$ cat config.mk
export PLATFORM = sky130hd
export DESIGN_NAME = mem_access_unit
export DESIGN_NICKNAME = d
export VERILOG_FILES = /design/src/rtl/mem_access_unit.sv
export SDC_FILE = /design/constraint.sdc
export NUM_CORES = 1
export LEC_CHECK = 0
export CAP_MARGIN = 15
export CORE_MARGIN = 4
export CORE_UTILIZATION = 35
export CTS_BUF_LIST = sky130_fd_sc_hd__clkbuf_16
export DETAILED_ROUTE_END_ITERATION = 7
export SLEW_MARGIN = 20
export SYNTH_ARGS = -nofsm -noshare
export SYNTH_HDL_FRONTEND = slang
export SYNTH_SLANG_ARGS = --single-unit
$ cat constraint.sdc
create_clock -name clk -period 11.18 [get_ports clk]
set_clock_uncertainty 0.05 [all_clocks]
set_input_delay 2.236 -clock clk [delete_from_list [all_inputs] [get_ports clk]]
set_output_delay 2.236 -clock clk [all_outputs]
set_load 0.005 [all_outputs]
$ cat src/rtl/mem_access_unit.sv
// mem_access_unit: RISC-V data-memory access stage with alignment checks, lane steering, bus timeout and load extension
module mem_access_unit #(
  parameter int TIMEOUT = 16
) (
  input  logic        clk,
  input  logic        rst,
  input  logic        req_valid,
  output logic        req_ready,
  input  logic        req_store,
  input  logic [2:0]  req_funct3,
  input  logic [31:0] req_addr,
  input  logic [31:0] req_wdata,
  input  logic [4:0]  req_rd,
  output logic        dmem_req,
  output logic        dmem_we,
  output logic [31:0] dmem_addr,
  output logic [3:0]  dmem_be,
  output logic [31:0] dmem_wdata,
  input  logic        dmem_ack,
  input  logic [31:0] dmem_rdata,
  output logic        wb_valid,
  output logic [4:0]  wb_rd,
  output logic [31:0] wb_data,
  output logic        exc_valid,
  output logic [1:0]  exc_cause,
  output logic        done
);
  typedef enum logic [1:0] {IDLE, ACCESS, RESP} state_t;
  localparam logic [7:0] TMAX = 8'(TIMEOUT - 1);
  state_t state;
  logic [7:0] cnt;
  logic store_q;
  logic [2:0] f3_q;
  logic [1:0] off_q;
  logic [4:0] rd_q;
  logic legal, mis;
  logic [3:0] be;
  logic [31:0] wd, s, ext;
  assign req_ready = state == IDLE;
  // decode the incoming request and extend the returning load data
  always_comb begin
    legal = req_store ? req_funct3 <= 3'd2 : !(req_funct3 == 3'd3 || req_funct3 >= 3'd6);
    mis = (req_funct3[1:0] == 2'd1 && req_addr[0]) || (req_funct3[1:0] == 2'd2 && req_addr[1:0] != 2'd0);
    be = req_funct3[1:0] == 2'd0 ? 4'b0001 << req_addr[1:0] :
         req_funct3[1:0] == 2'd1 ? 4'b0011 << {req_addr[1], 1'b0} : 4'b1111;
    wd = req_funct3[1:0] == 2'd0 ? {4{req_wdata[7:0]}} :
         req_funct3[1:0] == 2'd1 ? {2{req_wdata[15:0]}} : req_wdata;
    s = dmem_rdata >> {off_q, 3'b000};
    ext = f3_q == 3'd0 ? {{24{s[7]}}, s[7:0]} :
          f3_q == 3'd4 ? {24'd0, s[7:0]} :
          f3_q == 3'd1 ? {{16{s[15]}}, s[15:0]} :
          f3_q == 3'd5 ? {16'd0, s[15:0]} : s;
  end
  // request FSM with registered bus, writeback and exception outputs
  always_ff @(posedge clk or posedge rst) begin
    if (rst) begin
      state <= IDLE;
      cnt <= '0;
      store_q <= 1'b0;
      f3_q <= '0;
      off_q <= '0;
      rd_q <= '0;
      dmem_req <= 1'b0;
      dmem_we <= 1'b0;
      dmem_addr <= '0;
      dmem_be <= '0;
      dmem_wdata <= '0;
      wb_valid <= 1'b0;
      wb_rd <= '0;
      wb_data <= '0;
      exc_valid <= 1'b0;
      exc_cause <= '0;
      done <= 1'b0;
    end else begin
      done <= 1'b0;
      wb_valid <= 1'b0;
      exc_valid <= 1'b0;
      case (state)
        IDLE: if (req_valid) begin
          store_q <= req_store;
          f3_q <= req_funct3;
          off_q <= req_addr[1:0];
          rd_q <= req_rd;
          if (!legal || mis) begin
            state <= RESP;
            done <= 1'b1;
            exc_valid <= 1'b1;
            exc_cause <= {!legal, req_store};
          end else begin
            state <= ACCESS;
            cnt <= '0;
            dmem_req <= 1'b1;
            dmem_we <= req_store;
            dmem_addr <= {req_addr[31:2], 2'b00};
            dmem_be <= be;
            dmem_wdata <= req_store ? wd : 32'd0;
          end
        end
        ACCESS: if (dmem_ack) begin
          state <= RESP;
          dmem_req <= 1'b0;
          done <= 1'b1;
          if (!store_q) begin
            wb_valid <= 1'b1;
            wb_rd <= rd_q;
            wb_data <= ext;
          end
        end else if (cnt == TMAX) begin
          state <= RESP;
          dmem_req <= 1'b0;
          done <= 1'b1;
          exc_valid <= 1'b1;
          exc_cause <= {1'b1, store_q};
        end else begin
          cnt <= cnt + 8'd1;
        end
        RESP: state <= IDLE;
        default: state <= IDLE;
      endcase
    end
  end
endmodule

==> results.ini <==
[timing]
rsz0062_at_grt = no
finalSetupTns_ns = 0
final_hold_viol_count = 0
maxSlewViolCount = 0
tightest_slew_ns = 0.958
fin_crit_ns = 5.07
relSlewSlack_pct = 36.0
min_period_over_period_pct = 45.4
max_freq_ghz = 0.197
whs_ns = 0.413
setup_violations = 0

[yosys]
yosysWarnings = 0
async_reset_ff_share_pct = 100
synth_largest_area_cell = dfrtp_1
yosysUniqueCellTypes = 47
synth.area.top_cells = dfrtp_1 (52%), mux2_2 (8.9%), nand2_1 (7.1%), mux2_4 (4.0%), mux2i_1 (4.0%)
syn_area_um2 = 6330
synth_seq_area_share_pct = 51.7
yosys.area.top_type_share_pct = 51.7
synth_most_common_cell = dfrtp_1
synth_area_per_cell_um2 = 10.4
synthTopCellsByCount = dfrtp_1 (131), nand2_1 (119), mux2_2 (50)
syn-instance-count = 608
synth_edf_count = 0
synth_seq_cells = 131
synth_flop_cell = dfrtp_1

[floorplanning]
rows = 48
fp.coreArea_um2 = 17500
initial_utilization_pct = 36.1
die_h_um = 143
die_area_um2 = 20300
io_pins = 222
die_x_um = 143

[global_routing]
top_usage_layer = met2
grt_pass1_vias = 5404
grt_pass1_wl_um = 29200
grt_usage_pct = 18.5
met1_usage_pct = 22.8
use_met2_pct = 30.2
antenna_found_initial = 0
grt-ovfl-total = 0
use_met3_pct = 6.52
grt_start_max_net_pins = 86

[routing]
dr.pass1.iters = 5
vias_per_cell = 5.02
drcViolationCount = 0
drtIter0Drc = 301
vias = 5240
wirelength_um = 18600
final_antenna_net_count = 0
routedWlPerCell_um = 17.8

[setup_path]
r2r_slack_ns = 8.43
critPathBufInv = 2
crit_chain = clkdlybuf4s50_1, a221oi_2, o21ai_4, buf_4, mux2_2
start_kind = input port
cp_max_fo = 85
path_class = in2reg
r2r_start = state[0]
cpLargestDelayFamily = buffers and inverters
cp-end-kind = flip-flop
critPathRequiredTime_ns = 11.43
cp_slowest_cell = clkdlybuf4s50_1
arrival_ns = 5.32
r2r_cells = 4
regToRegEndpoint = dmem_addr[28]
crit_path_max_incr_delay_ns = 1.01

[cells_and_area]
design_area_um2 = 9120
multi_input_area_um2 = 2820
area_growth_pct = 43.9
seqCellArea_um2 = 3280
layout-drive-gt1-share_pct = 13.6
nNetsFinal = 918
antenna_cells = 0
fillers = 1604

[clock_network]
cts.sinks = 131
clk_path_buf_depth = 2
htree_levels = 4
cts_setup_buffers = 0
cts_hold_buf = 0
root_buffer = clkbuf_16
clk_pin_slew_ns = 0.05
tritoncts = built
cts-resized-gates = 0
clk_latency_ns = 0.42
cts_buffers = 17

[hold_path]
min_path_cells = 2
min-delay-start = rd_q[0]
min_to = wb_rd[0]
worstHoldPathType = reg2reg

[job]
max_cap_violations = 0

[place]
hpwl_um = 13700
placed_area_um2 = 8640
port_buffers = 219
gp_congestion = 0.846

[pwr]
power_density_nw_per_um2 = 218
p_leak_nw = 3.89
peakVddDrop_mv = 0.137

[status]
outcome = finished clean

power by group:
| part | internal, W | leakage [nW] | switching (W) |
|---|---|---|---|
| Combinational | 0.000464 | 2.07 | 0.000317 |
| Sequential | 0.000645 | 1.58 | 0.000105 |
| Clock | 0.000270 | 0.238 | 0.000191 |
| Total | 0.00138 | 3.89 | 0.000613 |
metal layers:
| metal | routed length (um) | vias to the layer above |
|---|---|---|
| li1 | - | 2514 |
| met1 | 7850 | 2532 |
| met2 | 8940 | 177 |
| met3 | 1450 | 17 |
| met4 | 318 | 0 |
| met5 | 0 | - |
worst max-delay path by stage:
stage | startpoint | end | slack (ns) | cells past startpoint
5_1_grt | req_funct3[0] | dmem_addr[28] | 5.93 | 5
3_3_place_gp | req_funct3[0] | dmem_addr[28] | 5.75 | 5
6_report | req_funct3[0] | dmem_addr[28] | 6.11 | 5
4_1_cts | req_funct3[0] | dmem_addr[28] | 6.10 | 5
2_1_floorplan | rst | cnt[0] | 5.40 | 1
3_5_place_dp | req_funct3[0] | dmem_addr[28] | 5.66 | 5
registers in the layout, summed over array words and instances (netlist names), 2 cells and up:
signal,cells
cnt,8
dmem_addr,30
dmem_be,4
dmem_wdata,32
exc_cause,2
f3_q,3
off_q,2
rd_q,5
state,2
wb_data,32
wb_rd,5
worst min-delay path: cells and delay by family (launching register included):
kind,cells,cell delay [ns]
simple gates,2,0.10
flops,1,0.34
area by class of cell:
class                   instances  area share (%)
clock buffers                  17            4.67
repair buffers                225            24.5
well taps                     225            3.09
flip-flops and latches        131            35.9
inverters                       5           0.261
clock inverters                12           0.576
multi-input cells             428            30.9
placed cells by master, fill, tap and decap left out, types with 2 or more instances in the layout:
cell	netlist	layout
clkdlybuf4s50_1	0	219
dfrtp_1	131	131
nand2_1	119	119
mux2_2	50	50
o21ai_0	49	49
nor2_1	36	36
mux2i_1	25	25
a21oi_1	21	21
o21ai_1	21	21
mux2_4	17	17
clkbuf_16	0	17
nor3_1	14	14
o31ai_1	13	13
o2bb2ai_1	8	8
o22ai_1	8	8
o211ai_1	7	7
clkinv_1	0	7
buf_4	2	6
nor2b_1	4	4
inv_1	4	4
nand3_1	4	4
xnor2_1	4	4
clkinv_2	0	3
and2_1	2	2
o21ba_2	2	2
conb_1	1	2
stage by stage:
step                      total power (W)  std cells  utilization [%]  worst slack, ns
after floorplan                   0.00109        609                -             5.40
after global placement            0.00153       1014             49.3             5.75
after detailed placement          0.00155       1014             49.3             5.66
after CTS                         0.00202       1043             52.0             6.10
after global routing              0.00211       1043             52.0             5.93
final                             0.00199       1043             52.0             6.11
kinds of logic (layout without fill, tap and decap cells):
kind of cell,after synthesis,count (layout),synth area share [%]
AOI/OAI and AO/OA,135,135,12.8
adders and majority gates,1,1,0.197
buffers and inverters,50,259,3.91
muxes,94,94,17.4
DFF,131,131,51.7
xor gates and xnor gates,4,4,0.553
other,1,2,0.0592
and+or+nand+nor,192,192,13.3
(Power assumes the default switching activity.)
==> RTL change (same settings) <==
Encoding of `state_t`: now one-hot (3 bits for 3 states).
--- a/src/rtl/mem_access_unit.sv
+++ b/src/rtl/mem_access_unit.sv
@@ -25,7 +25,7 @@
   output logic [1:0]  exc_cause,
   output logic        done
 );
-  typedef enum logic [1:0] {IDLE, ACCESS, RESP} state_t;
+  typedef enum logic [2:0] {IDLE = 3'b001, ACCESS = 3'b010, RESP = 3'b100} state_t;
   localparam logic [7:0] TMAX = 8'(TIMEOUT - 1);
   state_t state;
   logic [7:0] cnt;
Check against the original RTL: same outputs for any inputs over 4 cycles, from zero or initial values and one cycle with rst high; so few cycles prove little.
==> RTL change against the original RTL <==
  * Hold slack gained 0.0065 ns
  * Sequential cell count up 1
  * Total power up 6.8%
  * Via count rose by 3.5%
  * Sequential power rose by 1%
  * Global-route usage up 0.28 points
  * Cell area up 1.9%
  * Routed wire length grew 1.4%
  * Setup slack improved by 0.38 ns
  * Area after synthesis fell by 0.22%
  * Non-clock buffer count did not move
  * Critical path type unchanged
  * Critical endpoint is now dmem_wdata[27]
  * Largest power group is now sequential cells
  * Highest routed layer unchanged
==> RTL change: results (changes against the original RTL) <==
Cells and area
  – Fill cells: 1512 (-5.7%)
  – Final net count: 959 (+4.5%)
  – Layout cells sized above 1: 11.1% (-2.4 points)
  – Leading registers by flop count: dmem_wdata x32, wb_data x32, dmem_addr x30
  – Antenna cell count: 0 (unchanged)

Drt
  – DRT Wirelength: 18.8 mm (+1.4%)
  – DR pass1 iterations: 4 (-1)
  – DRT iter0 DRCs: 277 (-8.0%)
  – Vias: 5423 (+3.5%)

Worst hold path
  – Hold path depth: 2 (unchanged)
  – Worst Hold Class: flop to flop
  – Start point of the worst min-delay path: dmem_addr[6]
  – Worst Hold End: dmem_addr[6]

GRT
  – GRT Overall Usage: 18.7% (+0.28 points)
  – Largest net degree at the start of global routing: 94 (+9.3%)
  – M3 GR Usage: 6.96% (+0.44 points)
  – GR Layer Usage met2: 29.5% (-0.73 points)
  – First-pass GRT wire length: 30.2 mm (+3.4%)
  – Antenna violations before repair: 0 (unchanged)
  – Vias in the first global route: 5692 (+5.3%)
  – Met1 Usage GRT: 24.1% (+1.3 points)

Setup path
  – CP max FO: 49 (-42%)
  – R2R depth: 4 (unchanged)
  – Capturing point of the worst reg2reg path: wb_data[26]
  – Worst path arrival time: 5.00 ns (-0.32 ns)
  – Reg2reg setup slack: 8.51 ns (+0.08 ns)
  – RR Startpoint: off_q[1]

Synthesis
  – Synth top area cells: dfrtp_1 52%, nand2_1 10%, mux2_2 7.1%
  – Post-synth ARST share: 100% (unchanged)
  – Yosys warns: 0 (unchanged)
  – Synth unique cells: 52 (+11%)
  – Commonest cells in the netlist: 176 x nand2_1, 131 x dfrtp_1, 44 x o21ai_0
  – Seq/Total Area, Yosys: 52.3% (+0.53 points)
  – Post-synth top flop: dfrtp_1

Clock network
  – Clock tree root driver cell: clkbuf_16
  – TritonCTS Buffers: 17 (unchanged)
  – Postcts setup bufs: 0 (unchanged)
  – # H-tree levels: 4 (unchanged)
  – Post-CTS Resized: 0 (unchanged)
  – CTS clk-pin slew, worst paths: 0.05 ns (about the same)
  – CTS max path bufs: 2 (unchanged)
  – Clock latency on the worst-skew pair: 0.41 ns

Place
  – PortBufs: 219 (unchanged)
  – HPWL after detailed placement: 13.4 mm (-2.4%)
  – RD Place Congestion: 0.868 (+2.7%)
  – Setup WS pre-CTS: 6.07 ns (+0.406 ns)
  – Area after DPL: 0.00860 mm^2 (-0.48%)

Timing
  – Worst slew margin: 28.3% (-7.7 points)

Power and ir drop
  – Worst VDD drop: 106 uV (-23%)
  – Leak: 0.00402 uW (+3.4%)

Run status
  – Status: complete, no violations
## RTL change: worst max path at each step
stage	start	end	slack [ns]	cells past startpoint
2_1_floorplan	rst	cnt[0]	5.37	1
3_3_place_gp	req_funct3[0]	dmem_wdata[9]	6.16	5
3_5_place_dp	req_funct3[0]	dmem_wdata[27]	6.07	5
4_1_cts	req_funct3[0]	dmem_wdata[9]	6.49	5
5_1_grt	req_funct3[0]	dmem_wdata[9]	6.21	5
6_report	req_funct3[0]	dmem_wdata[27]	6.48	5
## RTL change: layer usage
metal | up-vias | wire [um]
met3 | 21 | 1710
met2 | 193 | 8660
met4 | 0 | 313
met1 | 2585 | 8120
met5 | - | 0
li1 | 2624 | -
## RTL change: cell families after synthesis
logic type	synth area share (%)
AOI/OAI and AO/OA	12.4
xor gates and xnor gates	0.693
adders and majority gates	0.198
buffers and inverters	4.20
DFF	52.3
muxes	11.8
other	0.0593
and+or+nand+nor	18.3
## RTL change: power breakdown
| part | switching (uW) | total [uW] | internal (uW) | leakage (uW) |
|---|---|---|---|---|
| clock | 208 | 624 | 416 | 0.000316 |
| combinational | 310 | 741 | 430 | 0.00209 |
| sequential | 115 | 761 | 646 | 0.00162 |
| total | 634 | 2130 | 1490 | 0.00402 |
## RTL change: area by class of cell
class	instances	area, um^2	area share [%]
Sequential cell	132	3300	35.6
Inverter	3	16.3	0.175
Timing Repair Buffer	225	2250	24.3
Clock buffer	17	425	4.58
Tap cell	225	282	3.03
Clock inverter	15	238	2.56
Multi-Input combinational cell	470	2770	29.8
## RTL change: through the flow
stage	std cells	util, %	power, uW	hold slack (ns)
6_report	1087	53.2	2130	0.420
2_1_floorplan	654	-	1070	0.413
3_5_place_dp	1054	49.2	1520	0.411
5_1_grt	1087	53.2	2260	0.439
4_1_cts	1086	53.0	2150	0.425
3_3_place_gp	1054	49.2	1500	0.405
## RTL change: worst max-delay path: stages
cell and delay [ns]:
clkdlybuf4s50_1 0.84, nor4_1 0.81, o21a_2 0.83, nand3_1 0.17
nand2_1 0.09
